===== config.mk =====
export PLATFORM = sky130hd
export DESIGN_NAME = gfx256_rdmem_arbiter
export DESIGN_NICKNAME = d
export VERILOG_FILES = /design/src/rtl/gfx256_pkg.sv /design/src/rtl/gfx256_rr_pick.sv /design/src/rtl/gfx256_rdmem_arbiter.sv
export SDC_FILE = /design/constraint.sdc
export NUM_CORES = 1
export LEC_CHECK = 0
export BUFFER_PORTS_ARGS = -buffer_cell sky130_fd_sc_hd__buf_2
export CAP_MARGIN = 15
export CORE_AREA = 2 2 300 302
export DETAILED_ROUTE_END_ITERATION = 6
export DIE_AREA = 0 0 302 304
export PLACE_DENSITY_LB_ADDON = 0.25
export SLEW_MARGIN = 20
export SYNTH_ARGS = -nofsm -noshare
export SYNTH_HDL_FRONTEND = slang
export SYNTH_SLANG_ARGS = --single-unit

===== constraint.sdc =====
create_clock -name clk_i -period 4.35 [get_ports clk_i]
set_input_delay 0.6525 -clock clk_i [delete_from_list [all_inputs] [get_ports clk_i]]
set_output_delay 0.6525 -clock clk_i [all_outputs]
set_load 0.01 [all_outputs]

===== src/rtl/gfx256_pkg.sv =====
// Shared types for the gfx256 read-side memory arbiter and its round-robin picker.
package gfx256_pkg;

  typedef enum logic [1:0] {IDLE, ISSUE, WAIT, ACK} rdarb_state_e;

  typedef logic [255:0] gfx_line_t;

  localparam int LINE_ADDR_LSB = 5;
  localparam int LINE_TAG_W    = 32 - LINE_ADDR_LSB;

endpackage


===== src/rtl/gfx256_rr_pick.sv =====
// Combinational round-robin picker: first requester at or after (ptr+1) mod N.
// Zero latency; no state, so it applies no backpressure.
module gfx256_rr_pick #(
  parameter int N  = 3,
  parameter int PW = $clog2(N)
) (
  input  logic [N-1:0]  req,
  input  logic [PW-1:0] ptr,
  output logic [PW-1:0] grant,
  output logic          any_req
);

  // Walk from the farthest candidate to the nearest so the nearest set bit wins.
  always_comb begin
    grant   = ptr;
    any_req = |req;
    for (int i = N; i >= 1; i--) begin
      logic [PW-1:0] idx;
      idx = PW'((int'(ptr) + i) % N);
      if (req[idx]) grant = idx;
    end
  end

endmodule


===== src/rtl/gfx256_rdmem_arbiter.sv =====
// Round-robin share of the 256-bit wbm reader, one read outstanding; ack 3 cycles + reader latency.
// Backpressure: m_busy_i holds the grant in ISSUE. Optional line cache: GFX256_RDARB_LINECACHE_EN.
module gfx256_rdmem_arbiter
  import gfx256_pkg::*;
#(
  parameter int NREQ = 3
) (
  input  logic                 clk_i,
  input  logic                 rst_ni,
  input  logic [NREQ-1:0]      req_i,
  input  logic [NREQ*32-1:0]   addr_i,
  input  logic [NREQ*32-1:0]   sel_i,
  output logic [NREQ-1:0]      ack_o,
  output gfx_line_t            data_o,
  output logic                 m_req_o,
  output logic [31:0]          m_addr_o,
  output logic [31:0]          m_sel_o,
  input  logic                 m_ack_i,
  input  gfx_line_t            m_data_i,
  input  logic                 m_busy_i,
  input  logic                 inv_i,
  output logic                 busy_o
);

  localparam int PW = $clog2(NREQ);

  rdarb_state_e  state, state_nxt;
  logic [PW-1:0] ptr, gidx, pick;
  logic          any_req;
  logic          hit;
  gfx_line_t     hit_line;
  logic [31:0]   addr_arr [NREQ];
  logic [31:0]   sel_arr  [NREQ];

  for (genvar k = 0; k < NREQ; k++) begin : g_slice
    assign addr_arr[k] = addr_i[32*k +: 32];
    assign sel_arr[k]  = sel_i[32*k +: 32];
  end

  gfx256_rr_pick #(.N(NREQ), .PW(PW)) u_pick (
    .req     (req_i),
    .ptr     (ptr),
    .grant   (pick),
    .any_req (any_req)
  );

`ifdef GFX256_RDARB_LINECACHE_EN
  gfx_line_t             line_q;
  logic [LINE_TAG_W-1:0] tag_q;
  logic                  valid_q;
  logic                  inv_seen;

  assign hit      = valid_q && (tag_q == addr_arr[pick][31:LINE_ADDR_LSB]);
  assign hit_line = line_q;

  // An invalidate seen while the fetch is in flight may postdate the data, so the fill stays invalid.
  always_ff @(posedge clk_i or negedge rst_ni) begin
    if (!rst_ni) begin
      line_q   <= '0;
      tag_q    <= '0;
      valid_q  <= 1'b0;
      inv_seen <= 1'b0;
    end else begin
      if (state == ISSUE || state == WAIT) inv_seen <= inv_seen | inv_i;
      else                                 inv_seen <= 1'b0;
      if (state == WAIT && m_ack_i) begin
        line_q  <= m_data_i;
        tag_q   <= m_addr_o[31:LINE_ADDR_LSB];
        valid_q <= !(inv_seen || inv_i);
      end else if (inv_i) begin
        valid_q <= 1'b0;
      end
    end
  end
`else
  logic unused_inv;
  assign unused_inv = inv_i;
  assign hit        = 1'b0;
  assign hit_line   = '0;
`endif

  always_comb begin
    state_nxt = state;
    case (state)
      IDLE:    if (any_req) state_nxt = hit ? ACK : ISSUE;
      ISSUE:   if (!m_busy_i) state_nxt = WAIT;
      WAIT:    if (m_ack_i) state_nxt = ACK;
      ACK:     state_nxt = IDLE;
      default: state_nxt = IDLE;
    endcase
  end

  always_ff @(posedge clk_i or negedge rst_ni) begin
    if (!rst_ni) begin
      state    <= IDLE;
      ptr      <= PW'(NREQ - 1);
      gidx     <= '0;
      m_req_o  <= 1'b0;
      m_addr_o <= '0;
      m_sel_o  <= '1;
      data_o   <= '0;
    end else begin
      state <= state_nxt;
      case (state)
        IDLE: if (any_req) begin
          gidx     <= pick;
          ptr      <= pick;
          m_addr_o <= addr_arr[pick];
          m_sel_o  <= sel_arr[pick];
          if (hit) data_o <= hit_line;
        end
        ISSUE: if (!m_busy_i) m_req_o <= 1'b1;
        WAIT: if (m_ack_i) begin
          m_req_o <= 1'b0;
          data_o  <= m_data_i;
        end
        default: ;
      endcase
    end
  end

  always_comb begin
    ack_o = '0;
    if (state == ACK) ack_o[gidx] = 1'b1;
  end

  assign busy_o = (state != IDLE);

endmodule

Word level (Yosys, flattened, before mapping)
Index checks and enable logic that the tools add are counted.

word-level totals
  input port bits = 456
  output and inout port bits = 325
  logic and storage cells = 60
  bits in registers = 327

cells by class
  $add $sub $neg = 3
  div/mod/pow operators = 3
  magnitude comparators = 6
  mux-type cells = 25
  eq/ne operators = 6
  bitwise logic cells = 1
  reduce and logical (&&, ||, !) cells = 9

operators by type and width
  cell                                                        count
  binary-select mux 32 bit (select 2 bit)                     2
  2-to-1 mux 32 bit                                           4
  remainder unit 32 x 3 -> 32 bit, second input constant      3
  less-than comparator 2 x 3 -> 1 bit, second input constant  4
  2-to-1 mux 2 bit                                            6
  case mux 2 bit (4 select lines)                             1
  adder 2 x 2 -> 3 bit, second input constant                 2
  binary-select mux 1 bit (select 2 bit)                      3
  2-to-1 mux 1 bit                                            6
  != test 2 bit, second input constant                        3
  AND reduction 3 bit                                         2
  equality test 2 bit, second input constant                  2
  AND reduction 2 bit                                         2
  nonzero test 2 bit                                          2
  adder 2 x 1 -> 3 bit, second input constant                 1
  >= comparator 3 bit, second input constant                  1
  2-to-1 mux 3 bit                                            1
  inverter 2 -> 3 bit                                         1
  OR reduction 3 bit                                          1
  demux 1 bit (select 2 bit)                                  1
  equality test 2 x 1 -> 1 bit, second input constant         1
  >= comparator 2 x 1 -> 1 bit, second input constant         1
  logical NOT 2 bit                                           1
  case mux 1 bit (2 select lines)                             1
  logical AND 1 bit                                           1

Logic depth before layout (Yosys ltp)
  depth after elaboration = 11
  gate-level depth with buffers = 11
  mapped depth without buffers = 8

Cells and area by module
From an unflattened synthesis, not the netlist that was laid out.

second synthesis, totals
  cell total of the unflattened synthesis = 1,026
  area total of the unflattened synthesis = 13,923.4 sq um

modules (own cells, without submodules)
  module                seq. area each (sq um)  cells an instance  instances  area each (sq um)
  gfx256_rdmem_arbiter  8,199.1                 998                1          13,746.9
  gfx256_rr_pick        0.0                     28                 1          176.4

Worst setup path after synthesis
No wires, ideal clock.

  path kind = register to register
  start = register ptr[1]
  end = register m_addr_o[23]
  buffers on the path = 2
  arrival time = 2,149 ps
  library setup time = 127 ps
  slack = 2,074 ps
  stages on the path, launching flop included = 10
  period minus slack after synthesis = 2,276 ps
  data required time = 4,223 ps
  cell sequence = dfstp_2 > inv_1 > ha_1 > clkbuf_1 > o21ai_0 > a21oi_1 > nand2_4 > buf_8 > mux2i_1 > o211ai_2

between the ends
  word-level cells in the longest chain between the ends = 11
  elaborated cells between the ends (all ways) = 19
  classes of those cells = add/sub (3); div (3); mux (12); bitwise (1)

RTL lines
  what                                                     RTL line                     source
  start, declared                                          gfx256_rdmem_arbiter.sv:28   logic [PW-1:0] ptr, gidx, pick;
  start signal, assigned                                   gfx256_rdmem_arbiter.sv:96   ptr <= PW'(NREQ - 1);
  start signal, assigned                                   gfx256_rdmem_arbiter.sv:107  ptr <= pick;
  adder 2 x 2 -> 3 bit                                     gfx256_rr_pick.sv:19         idx = PW'((int'(ptr) + i) % N);
  remainder unit 32 x 3 -> 32 bit                          gfx256_rr_pick.sv:19
  binary-select mux 1 bit (select 2 bit)                   gfx256_rr_pick.sv:20         if (req[idx]) grant = idx;
  2-to-1 mux 1 bit (implied by the code)                   gfx256_rr_pick.sv:20
  2-to-1 mux 2 bit (2 in series)                           gfx256_rr_pick.sv:20
  2-to-1 mux 2 bit *                                       gfx256_rr_pick.sv:20
  inverter 2 -> 3 bit (implied by the code) *              gfx256_rdmem_arbiter.sv:108  m_addr_o <= addr_arr[pick];
  binary-select mux 32 bit (select 2 bit) *                gfx256_rdmem_arbiter.sv:108
  2-to-1 mux 32 bit (implied by the code) * (2 in series)  gfx256_rdmem_arbiter.sv:108
  end signal, assigned                                     gfx256_rdmem_arbiter.sv:108
  end, declared                                            gfx256_rdmem_arbiter.sv:16   output logic [31:0] m_addr_o,

Every way passes the cells marked *; elsewhere a longest branch is shown, timed or not. The select of a mux whose other input is x is not followed.
A chain may end at the register's enable or synchronous reset.

Worst setup path in the final report
  start = register ptr[1]
  end = register m_addr_o[0]

Same word-level chain as after synthesis.

==> flow_metrics.env <==
export IMPL_post_cts_buffers=0
export IMPL_peakVddDrop_uv=375
export IMPL_clock_latency_ns=0.57
export IMPL_post_route_period_util_pct=70.4
export IMPL_slew_violations=0
export IMPL_synth_most_common_cell="dfrtp_1"
export IMPL_grt_pass1_vias=12000
export IMPL_syn_num_nets=1439
export IMPL_cp_data_arrival_time_ns=3.49
export IMPL_cts_hold_buf=0
export IMPL_cts_buffers=40
export IMPL_maxCapViolations=0
export IMPL_cts_tree="built"
export IMPL_dieArea_um2=91800
export IMPL_core_region_area_um2=89000
export IMPL_cts_resized=0
export IMPL_num_vias=11000
export IMPL_r2r_start="ptr[1]$_DFFE_PN1P_"
export IMPL_synthDominantAreaCellType="dfrtp_1"
export IMPL_finalWirelength_mm=48.3
export IMPL_power_share_clock_pct=20.9
export IMPL_ys_warn_count=0
export IMPL_vias_per_cell=3.69
export IMPL_place_congestion=0.795
export IMPL_multi_input_area_um2=5050
export IMPL_final_fill_count=9597
export IMPL_start_util_pct=15.3
export IMPL_portBuffers=779
export IMPL_p_comb_share_pct=44.4
export IMPL_final_seq_area_um2=8200
export IMPL_synth_ff_type="dfrtp_1"
export IMPL_synth_top_area_share_pct=53.8
export IMPL_detail_route_antenna_nets=0
export IMPL_cts_root_buf="clkbuf_16"
export IMPL_remaining_drc_errors=0
export IMPL_dr_pass1_iters=4
export IMPL_synth_cells=975
export IMPL_syn_area_um2=13600
export IMPL_tightest_slew_ns=0.891
export IMPL_die_y_um=304
export IMPL_setup_viol_count_final=0
export IMPL_synth_edff_count=0
export IMPL_grt_max_degree=86
export IMPL_maxSlewHeadroom_pct=40.6
export IMPL_path_max_fanout=30
export IMPL_hp_class="input port to asynchronous set/reset pin"
export IMPL_p_leak_nw=9.81
export IMPL_die_x_um=302
export IMPL_power_frac_seq_pct=34.7
export IMPL_p_int_mw=9.84
export IMPL_drt_iter0_drc=393
export IMPL_ctsLongestPathBuffers=3
export IMPL_status="finished, final reports clean"
export IMPL_fin_nets=2221
export IMPL_hpwl_mm=37.3
export IMPL_rows=110
export IMPL_swShare_pct=37.1
export IMPL_io_pins=781
export IMPL_finalHoldViolCount=0
export IMPL_critPathKind="register to register"
export IMPL_rsz0062_at_grt="no"
export IMPL_synth_seq_cells=326
export IMPL_synthTopCellsByCount="293 x dfrtp_1, 256 x mux2_2, 73 x nand2_1, 65 x mux2i_1"
export IMPL_grt_pass1_wl_mm=71.4
export IMPL_setup_tns_ns=0
export IMPL_drive_gt1_share_pct=65.3
export IMPL_htree_levels=2
export IMPL_grt_total_usage_pct=10.1
export IMPL_power_density_nw_per_um2=773
export IMPL_switchingPower_mw=5.82
export IMPL_endpoint_kind="register"
export IMPL_syn_area_per_cell_um2=14.0
export IMPL_crit_start="ptr[1]$_DFFE_PN1P_"
export IMPL_ys_top_cells_by_area="dfrtp_1 54%, mux2_2 21%, dfstp_2 6.4%, mux2i_1 4.8%, o211ai_1 3.5%"
export IMPL_final_util_pct=22.7
export IMPL_ys_seq_area_share_pct=60.2
export IMPL_crit_required_ns=4.77
export IMPL_ys_async_sr_fraction_pct=100
export IMPL_antenna_found_initial=8
export IMPL_ys_types=37
export IMPL_worst_setup_path_start_kind="register"
export IMPL_clock_sinks=326
export IMPL_synthToLayoutAreaGrowth_pct=48.6
export IMPL_fmax_ghz=0.326
export IMPL_clk_pin_slew_ns=0.06
export IMPL_wire_per_inst_um=16.3
export IMPL_grt_overflow_total=0
export IMPL_clock_skew_ns=0.00780
export IMPL_period_minus_slack_ns=3.06
## critical path: stages, from the launching register on
cell and delay (ns):
dfstp_2 0.57, inv_1 0.07, ha_1 0.28, mux2i_1 0.18, o211ai_1 0.26, o2111ai_1 0.24, nand2_4 0.54, buf_12 0.26
mux2i_1 0.34, o211ai_1 0.13
## cells by family (layout without fill, tap and decap cells)
kind of cell | count (synthesis) | after routing | synth area share [%]
AO/OA/AOI/OAI | 91 | 91 | 4.82
adder cells (fa/ha/maj) | 8 | 8 | 0.734
buffers and inverters | 73 | 884 | 3.03
flip-flops | 326 | 326 | 60.2
multiplexers | 322 | 322 | 26.0
other | 0 | 6 | 0
AND/OR/NAND/NOR | 155 | 155 | 5.23
## layout by cell type, fill, tap and decap left out, drive strengths merged
cell,n
o2111ai,1
mux2i,66
nand3b,2
nand3,64
clkinv,6
a211oi,1
a21oi,9
or2,1
o22ai,1
buf,805
a21o,2
nor2,3
ha,8
clkbuf,60
nor3,1
clkinvlp,3
mux2,256
and3,1
nand2,74
nand2b,2
inv,10
o21ai,9
o21a,1
nor2b,3
dfstp,33
dfrtp,293
or3b,1
diode,6
o31ai,1
and3b,1
o211ai,66
nor3b,2
## final cells by class
type	count	share of cell area (%)
antenna	6	0.0741
timing repair buffer	805	20.7
clock buffer	60	5.91
sequential	326	40.5
tap	1176	7.27
clock inverter	11	0.470
inverter	8	0.148
multi-input combinational	576	24.9
## worst paths after layout
path	endpoint	slack (ns)	cells after the start
worst max-delay path	m_addr_o[0]$_DFFE_PN0P_	1.29	9
worst min-delay path	data_o[13]$_DFFE_PN0P_	0.06	1
worst max register to register	m_addr_o[0]$_DFFE_PN0P_	1.29	9
worst min register to register	m_addr_o[14]$_DFFE_PN0P_	0.49	2
max in group asynchronous	data_o[66]$_DFFE_PN0P_	3.27	2
min in group clk_i	data_o[25]$_DFFE_PN0P_	0.31	2
## power by group through the flow
stage	registers, mW	clock network, mW	logic (mW)
after floorplan	6.17	0	3.49
after global placement	5.43	0	7.02
after detailed placement	5.47	0	7.10
after CTS	5.45	3.42	7.11
after global routing	5.64	3.57	7.51
final	5.44	3.27	6.94
## stage by stage
| step | hold WS (ns) | power, mW | setup slack [ns] | cells | cell area, um2 |
|---|---|---|---|---|---|
| after floorplan | 0.357 | 9.66 | 2.07 | 975 | 13600 |
| after CTS | 0.0678 | 16.0 | 1.28 | 2962 | 20200 |
| after global routing | 0.0856 | 16.7 | 1.09 | 2968 | 20200 |
| after detailed placement | 0.471 | 12.6 | 1.30 | 2891 | 18900 |
| final | 0.0598 | 15.7 | 1.29 | 2968 | 20200 |
| after global placement | 0.475 | 12.4 | 1.35 | 2891 | 18900 |
## registers in the layout, summed over array words and instances, names as in the netlist
name and cells:
m_sel_o 32, m_addr_o 32, data_o 256, state 2, gidx 1, ptr 2, m_req_o 1
## per-layer routing
layer	global-route usage [%]	wire length (um)	vias to the layer above
li1	-	-	5040
met1	10.1	17000	5340
met2	19.1	25700	504
met3	3.08	4030	80
met4	3.87	1580	0
met5	0	0	-
Power figures use the tool's default switching activity.
